[src/rtl/axil_to_axis_pkg.sv]
// Shared types and constants for the AXI-lite to AXI-stream responder bridge.
// Holds the write/read FSM state encodings, AXI response codes and the
// data word returned when a read response never arrives.
package axil_to_axis_pkg;

  typedef enum logic [2:0] {
    W_IDLE,
    W_HAVE_ADDR,
    W_HAVE_DATA,
    W_STREAM,
    W_RESP
  } w_state_e;

  typedef enum logic [1:0] {
    R_IDLE,
    R_REQUEST,
    R_WAIT,
    R_RESP
  } r_state_e;

  localparam logic [1:0]  AXI_RESP_OKAY     = 2'b00;
  localparam logic [1:0]  AXI_RESP_SLVERR   = 2'b10;
  localparam logic [31:0] READ_TIMEOUT_DATA = 32'hDEADBEEF;

endpackage

[src/rtl/axil_to_axis.sv]
// AXI-lite slave that re-emits register accesses as AXI-stream beats.
//   clock / reset             : single clock, asynchronous active-low reset
//   axi_in_*                  : AXI-lite slave (AW, W, B, AR, R channels)
//   axis_write_*              : one beat per write, data=WDATA, dest=AWADDR
//   axis_read_request_*       : one beat per read, data=ARADDR
//   axis_read_response_*      : single data beat answering each request
// Write and read paths are independent FSMs; all outputs are registered.
module axil_to_axis
  import axil_to_axis_pkg::*;
#(
  parameter int unsigned DATA_WIDTH     = 32,
  parameter int unsigned ADDR_WIDTH     = 32,
  parameter int unsigned TIMEOUT_CYCLES = 1024
) (
  input  logic                  clock,
  input  logic                  reset,
  // AXI-lite slave
  input  logic [ADDR_WIDTH-1:0] axi_in_awaddr,
  input  logic                  axi_in_awvalid,
  output logic                  axi_in_awready,
  input  logic [DATA_WIDTH-1:0] axi_in_wdata,
  input  logic [DATA_WIDTH/8-1:0] axi_in_wstrb,
  input  logic                  axi_in_wvalid,
  output logic                  axi_in_wready,
  output logic [1:0]            axi_in_bresp,
  output logic                  axi_in_bvalid,
  input  logic                  axi_in_bready,
  input  logic [ADDR_WIDTH-1:0] axi_in_araddr,
  input  logic                  axi_in_arvalid,
  output logic                  axi_in_arready,
  output logic [DATA_WIDTH-1:0] axi_in_rdata,
  output logic [1:0]            axi_in_rresp,
  output logic                  axi_in_rvalid,
  input  logic                  axi_in_rready,
  // write stream master
  output logic                  axis_write_valid,
  input  logic                  axis_write_ready,
  output logic [DATA_WIDTH-1:0] axis_write_data,
  output logic [ADDR_WIDTH-1:0] axis_write_dest,
  // read request stream master
  output logic                  axis_read_request_valid,
  input  logic                  axis_read_request_ready,
  output logic [ADDR_WIDTH-1:0] axis_read_request_data,
  // read response stream slave
  input  logic                  axis_read_response_valid,
  output logic                  axis_read_response_ready,
  input  logic [DATA_WIDTH-1:0] axis_read_response_data
);

  // Counter is wide enough to hold TIMEOUT_CYCLES and saturates at all-ones.
  localparam int unsigned CNT_W     = (TIMEOUT_CYCLES == 0) ? 1 : $clog2(TIMEOUT_CYCLES + 1);
  localparam int unsigned TO_LAST_I = (TIMEOUT_CYCLES == 0) ? 0 : TIMEOUT_CYCLES - 1;
  localparam logic [CNT_W-1:0] TO_LAST = CNT_W'(TO_LAST_I);
  localparam logic [CNT_W-1:0] CNT_MAX = '1;

  // Byte strobes carry no meaning here: every write is a full word.
  logic wstrb_unused;
  assign wstrb_unused = ^axi_in_wstrb;

  // ---------------- write path ----------------
  w_state_e              w_state_q, w_state_d;
  logic                  awready_q, awready_d, wready_q, wready_d;
  logic                  bvalid_q, bvalid_d;
  logic [1:0]            bresp_q, bresp_d;
  logic                  wr_valid_q, wr_valid_d;
  logic [DATA_WIDTH-1:0] wr_data_q, wr_data_d;
  logic [ADDR_WIDTH-1:0] wr_dest_q, wr_dest_d;
  logic                  aw_hs, w_hs;

  assign aw_hs = axi_in_awvalid & awready_q;
  assign w_hs  = axi_in_wvalid & wready_q;

  always_comb begin
    w_state_d  = w_state_q;
    awready_d  = awready_q;
    wready_d   = wready_q;
    bvalid_d   = bvalid_q;
    bresp_d    = bresp_q;
    wr_valid_d = wr_valid_q;
    wr_data_d  = wr_data_q;
    wr_dest_d  = wr_dest_q;
    case (w_state_q)
      W_IDLE: begin
        if (aw_hs) begin
          wr_dest_d = axi_in_awaddr;
          awready_d = 1'b0;
        end
        if (w_hs) begin
          wr_data_d = axi_in_wdata;
          wready_d  = 1'b0;
        end
        if (aw_hs && w_hs) begin
          wr_valid_d = 1'b1;
          w_state_d  = W_STREAM;
        end else if (aw_hs) begin
          w_state_d = W_HAVE_ADDR;
        end else if (w_hs) begin
          w_state_d = W_HAVE_DATA;
        end
      end
      W_HAVE_ADDR: if (w_hs) begin
        wr_data_d  = axi_in_wdata;
        wready_d   = 1'b0;
        wr_valid_d = 1'b1;
        w_state_d  = W_STREAM;
      end
      W_HAVE_DATA: if (aw_hs) begin
        wr_dest_d  = axi_in_awaddr;
        awready_d  = 1'b0;
        wr_valid_d = 1'b1;
        w_state_d  = W_STREAM;
      end
      W_STREAM: if (axis_write_ready) begin
        wr_valid_d = 1'b0;
        bvalid_d   = 1'b1;
        bresp_d    = AXI_RESP_OKAY;
        w_state_d  = W_RESP;
      end
      W_RESP: if (axi_in_bready) begin
        bvalid_d  = 1'b0;
        awready_d = 1'b1;
        wready_d  = 1'b1;
        w_state_d = W_IDLE;
      end
      default: w_state_d = W_IDLE;
    endcase
  end

  always_ff @(posedge clock or negedge reset) begin
    if (!reset) begin
      w_state_q  <= W_IDLE;
      awready_q  <= 1'b1;
      wready_q   <= 1'b1;
      bvalid_q   <= 1'b0;
      bresp_q    <= AXI_RESP_OKAY;
      wr_valid_q <= 1'b0;
      wr_data_q  <= '0;
      wr_dest_q  <= '0;
    end else begin
      w_state_q  <= w_state_d;
      awready_q  <= awready_d;
      wready_q   <= wready_d;
      bvalid_q   <= bvalid_d;
      bresp_q    <= bresp_d;
      wr_valid_q <= wr_valid_d;
      wr_data_q  <= wr_data_d;
      wr_dest_q  <= wr_dest_d;
    end
  end

  // ---------------- read path ----------------
  r_state_e              r_state_q, r_state_d;
  logic                  arready_q, arready_d;
  logic                  rvalid_q, rvalid_d;
  logic [1:0]            rresp_q, rresp_d;
  logic [DATA_WIDTH-1:0] rdata_q, rdata_d;
  logic                  req_valid_q, req_valid_d;
  logic [ADDR_WIDTH-1:0] req_data_q, req_data_d;
  logic                  rsp_ready_q, rsp_ready_d;
  logic [CNT_W-1:0]      cnt_q, cnt_d;
  logic                  rsp_hs, timed_out;

  assign rsp_hs    = axis_read_response_valid & rsp_ready_q;
  assign timed_out = (TIMEOUT_CYCLES != 0) && (cnt_q == TO_LAST);

  always_comb begin
    r_state_d   = r_state_q;
    arready_d   = arready_q;
    rvalid_d    = rvalid_q;
    rresp_d     = rresp_q;
    rdata_d     = rdata_q;
    req_valid_d = req_valid_q;
    req_data_d  = req_data_q;
    rsp_ready_d = rsp_ready_q;
    cnt_d       = cnt_q;
    case (r_state_q)
      // Beats accepted here are late answers to timed-out reads; dropped.
      R_IDLE: if (axi_in_arvalid && arready_q) begin
        req_data_d  = axi_in_araddr;
        req_valid_d = 1'b1;
        arready_d   = 1'b0;
        rsp_ready_d = 1'b0;
        r_state_d   = R_REQUEST;
      end
      R_REQUEST: if (axis_read_request_ready) begin
        req_valid_d = 1'b0;
        rsp_ready_d = 1'b1;
        cnt_d       = '0;
        r_state_d   = R_WAIT;
      end
      R_WAIT: begin
        if (cnt_q != CNT_MAX) cnt_d = cnt_q + CNT_W'(1);
        // A response in the timeout cycle takes priority over the error.
        if (rsp_hs) begin
          rdata_d     = axis_read_response_data;
          rresp_d     = AXI_RESP_OKAY;
          rvalid_d    = 1'b1;
          rsp_ready_d = 1'b0;
          r_state_d   = R_RESP;
        end else if (timed_out) begin
          rdata_d     = DATA_WIDTH'(READ_TIMEOUT_DATA);
          rresp_d     = AXI_RESP_SLVERR;
          rvalid_d    = 1'b1;
          rsp_ready_d = 1'b0;
          r_state_d   = R_RESP;
        end
      end
      R_RESP: if (axi_in_rready) begin
        rvalid_d    = 1'b0;
        arready_d   = 1'b1;
        rsp_ready_d = 1'b1;
        r_state_d   = R_IDLE;
      end
      default: r_state_d = R_IDLE;
    endcase
  end

  always_ff @(posedge clock or negedge reset) begin
    if (!reset) begin
      r_state_q   <= R_IDLE;
      arready_q   <= 1'b1;
      rvalid_q    <= 1'b0;
      rresp_q     <= AXI_RESP_OKAY;
      rdata_q     <= '0;
      req_valid_q <= 1'b0;
      req_data_q  <= '0;
      rsp_ready_q <= 1'b1;
    end else begin
      r_state_q   <= r_state_d;
      arready_q   <= arready_d;
      rvalid_q    <= rvalid_d;
      rresp_q     <= rresp_d;
      rdata_q     <= rdata_d;
      req_valid_q <= req_valid_d;
      req_data_q  <= req_data_d;
      rsp_ready_q <= rsp_ready_d;
    end
  end

  always_ff @(posedge clock or negedge reset) begin
    if (!reset) cnt_q <= '0;
    else        cnt_q <= cnt_d;
  end

  assign axi_in_awready           = awready_q;
  assign axi_in_wready            = wready_q;
  assign axi_in_bvalid            = bvalid_q;
  assign axi_in_bresp             = bresp_q;
  assign axi_in_arready           = arready_q;
  assign axi_in_rvalid            = rvalid_q;
  assign axi_in_rresp             = rresp_q;
  assign axi_in_rdata             = rdata_q;
  assign axis_write_valid         = wr_valid_q;
  assign axis_write_data          = wr_data_q;
  assign axis_write_dest          = wr_dest_q;
  assign axis_read_request_valid  = req_valid_q;
  assign axis_read_request_data   = req_data_q;
  assign axis_read_response_ready = rsp_ready_q;

endmodule

[config.mk]
export PLATFORM = sky130hd
export DESIGN_NAME = axil_to_axis
export DESIGN_NICKNAME = d
export VERILOG_FILES = /design/src/rtl/axil_to_axis_pkg.sv /design/src/rtl/axil_to_axis.sv
export SDC_FILE = /design/constraint.sdc
export NUM_CORES = 1
export LEC_CHECK = 0
export CAP_MARGIN = 20
export CORE_UTILIZATION = 44
export CTS_BUF_LIST = sky130_fd_sc_hd__clkbuf_8
export DETAILED_ROUTE_END_ITERATION = 8
export GPL_ROUTABILITY_DRIVEN = 0
export GPL_TIMING_DRIVEN = 1
export PLACE_DENSITY = 0.84
export SKIP_CTS_REPAIR_TIMING = 1
export SLEW_MARGIN = 20
export SYNTH_ARGS = -nofsm -noshare
export SYNTH_HDL_FRONTEND = slang
export SYNTH_SLANG_ARGS = --single-unit
[constraint.sdc]
create_clock -name clock -period 3.7 [get_ports clock]
set_input_delay 0.37 -clock clock [delete_from_list [all_inputs] [get_ports clock]]
set_output_delay 0.37 -clock clock [all_outputs]
set_load 0.005 [all_outputs]
==> results.txt <==
Status: complete, no violations
Vias in the first global route: 4946
Ys flop type: dfrtp_1
R2R Setup Slk: 1.12 ns
Initial antenna violation count: 0
Asr flop ratio synth: 100%
Final antenna-violating net count: 0
WL/cell: 17.4 um
Final wirelength: 15800 um
Final core occ: 70.6%
Register area share after synthesis: 62.2%
Max-slew violations: 0
First-pass GRT wire length: 25100 um
Maximum capacitance violations: 0
Clk sinks: 153
Cells on worst reg2reg path: 5
Period utilization: 69.7%
Worst slew pin tran: 0.938 ns
Final Hold Vio Count: 0
#FFs+latches synth: 153
Critical path data required time: 4.03 ns
RSZ-0062 raised after global routing: false
Cells after synthesis: 442
Crit path launch type: flop
R2R Path End: cnt_q[0]$_DFFE_PN0P_
Pre-CTS setup slack: 1.15 ns
VDD IR-drop max: 0.256 mV
Residual DRC: 0
Power Density: 340 nW/um2
DP Wirelength: 11500 um
First drt pass iteration count: 4
Count of nets after finishing: 866
Slew margin rel.: 37.5%
Critical path class: flop to flop
Crit end category: flop
Core ar.: 13500 um2
Setup_tns: 0 ns
Reg2Reg Launch Point: r_state_q[0]$_DFFE_PN0P_
Clock Latency Late Sink: 0.44 ns
TritonCTS buffer count: 17
Setup violators final: 0
Clk root buf: clkbuf_8
Area Growth Syn to Fin: 54.0%
Leakage Power: 0.00432 uW
N_diodes: 0
Site Rows: 42
Synthesized cell area: 6160 um2
Post-synthesis cell type count: 48
Grt total ovfl: 0
Final worst slack: 1.12 ns
Fmax achieved: 388 MHz
Die height: 120 um
Die ar.: 14500 um2
Tmin final: 2.58 ns
I/O pin count: 282
Largest net degree at the start of global routing: 108
CTS tree: built
Initial DRC count: 244
Die width: 120 um
Clk pin slew, worst setup/hold paths: 0.08 ns
Vias per cell: 5.17
Ys Warns: 0
Initial Utilization: 45.8%
Layout cells sized above 1: 20.0%
Final instance count without filler cells: 906
Arrival time at the worst endpoint: 2.91 ns
Crit path max fanout: 27
Max clock buf depth: 2
Total GRT Usage: 22.6%
Number of enable flip-flop cells after synthesis: 0
# port buffers: 274
Syn Area/Cell: 13.9 um2
Cell count after placement: 875
Pwr Total: 3230 uW
Hold Crit Class: input pin to async pin
Htree depth: 4
Clock Skew: 0.0104 ns
Via count: 4680
synthesized netlist by cell type, types with 5 or more instances:
master | number | area (um2)
dfrtp_1 | 149 | 3730
o21ai_0 | 9 | 45.0
a21oi_1 | 14 | 70.1
nand3_1 | 8 | 40.0
nor2_1 | 6 | 22.5
ha_1 | 6 | 75.1
nand4_1 | 5 | 31.3
inv_1 | 14 | 52.6
a22o_1 | 9 | 78.8
clkbuf_1 | 9 | 33.8
a31oi_1 | 6 | 37.5
o22a_1 | 24 | 210
mux2_2 | 99 | 1110
buf_2 | 7 | 35.0
nand2_1 | 18 | 67.6
worst max-delay path, stage by stage (launching register included):
cell	delay [ns]
dfrtp_1	0.42
inv_1	0.12
ha_1	0.74
mux2i_1	0.43
a31oi_1	0.39
mux2_2	0.37
cells in the final DEF, fill, tap and decap left out, drive strengths merged, types with 6 or more instances in the layout:
cell type / count
ha: 6
a21oi: 14
dfrtp: 149
o21ai: 10
mux2: 99
inv: 16
clkdlybuf4s50: 273
o22a: 24
nand2: 18
buf: 8
nand3: 8
clkbuf: 19
a22o: 9
a31oi: 6
nor2: 6
stage by stage:
stage / hold WS [ns] / instance area (um2)
after CTS: 0.0725 / 9490
after global placement: 0.470 / 9060
after detailed placement: 0.477 / 9060
after floorplan: 0.0744 / 6170
after global routing: 0.102 / 9490
final: 0.0473 / 9490
power by group:
group	internal, uW	leakage (uW)	switching, uW
Clock	765	0.000215	606
Sequential	1670	0.00208	0
Combinational	128	0.00202	56.8
registers in the layout, indices dropped and copies added (netlist names):
register / cells
axi_in_rresp: 1
axis_write_valid: 1
axi_in_bvalid: 1
axi_in_rdata: 32
r_state_q: 2
axis_read_response_ready: 1
axis_write_data: 32
axis_write_dest: 32
axi_in_rvalid: 1
w_state_q: 3
axi_in_arready: 1
axi_in_awready: 1
axi_in_wready: 1
axis_read_request_data: 32
axis_read_request_valid: 1
cnt_q: 11
layer usage:
layer	share of wire (%)	routed length (um)	up-vias	GRT usage, %
li1	-	-	2170	-
met1	38	6050	2269	25.6
met2	50	7910	221	39.1
met3	10	1590	20	9.39
met4	1.3	211	0	6.17
met5	0	0	-	0
cell type report:
cell class                      count  area [um2]
Fill cell                         940        3960
Sequential cell                   153        3830
Timing Repair Buffer              281        2800
Multi-Input combinational cell    251        2160
Clock buffer                       19         262
Tap cell                          176         220
Clock inverter                     12         174
Inverter                           14        52.6
cell families after synthesis:
| logic type | after synthesis | synth area share [%] |
|---|---|---|
| DFF | 153 | 62.2 |
| muxes | 102 | 18.6 |
| AOI/OAI and AO/OA | 84 | 10.1 |
| and+or+nand+nor | 56 | 4.73 |
| buffers and inverters | 40 | 3.13 |
| adders and majority gates | 6 | 1.22 |
| other | 1 | 0.0608 |
worst max-delay path by stage:
stage | start | to | slack [ns] | cells past startpoint
after floorplan | r_state_q[1]$_DFFE_PN0P_ | r_state_q[1]$_DFFE_PN0P_ | 1.86 | 7
after detailed placement | r_state_q[0]$_DFFE_PN0P_ | cnt_q[6]$_DFFE_PN0P_ | 1.15 | 5
after global placement | r_state_q[0]$_DFFE_PN0P_ | cnt_q[0]$_DFFE_PN0P_ | 1.35 | 5
after CTS | r_state_q[0]$_DFFE_PN0P_ | cnt_q[6]$_DFFE_PN0P_ | 1.12 | 5
after global routing | r_state_q[0]$_DFFE_PN0P_ | cnt_q[0]$_DFFE_PN0P_ | 0.89 | 5
final | r_state_q[0]$_DFFE_PN0P_ | cnt_q[0]$_DFFE_PN0P_ | 1.12 | 5
No activity file was read; power rests on OpenSTA's default activity.
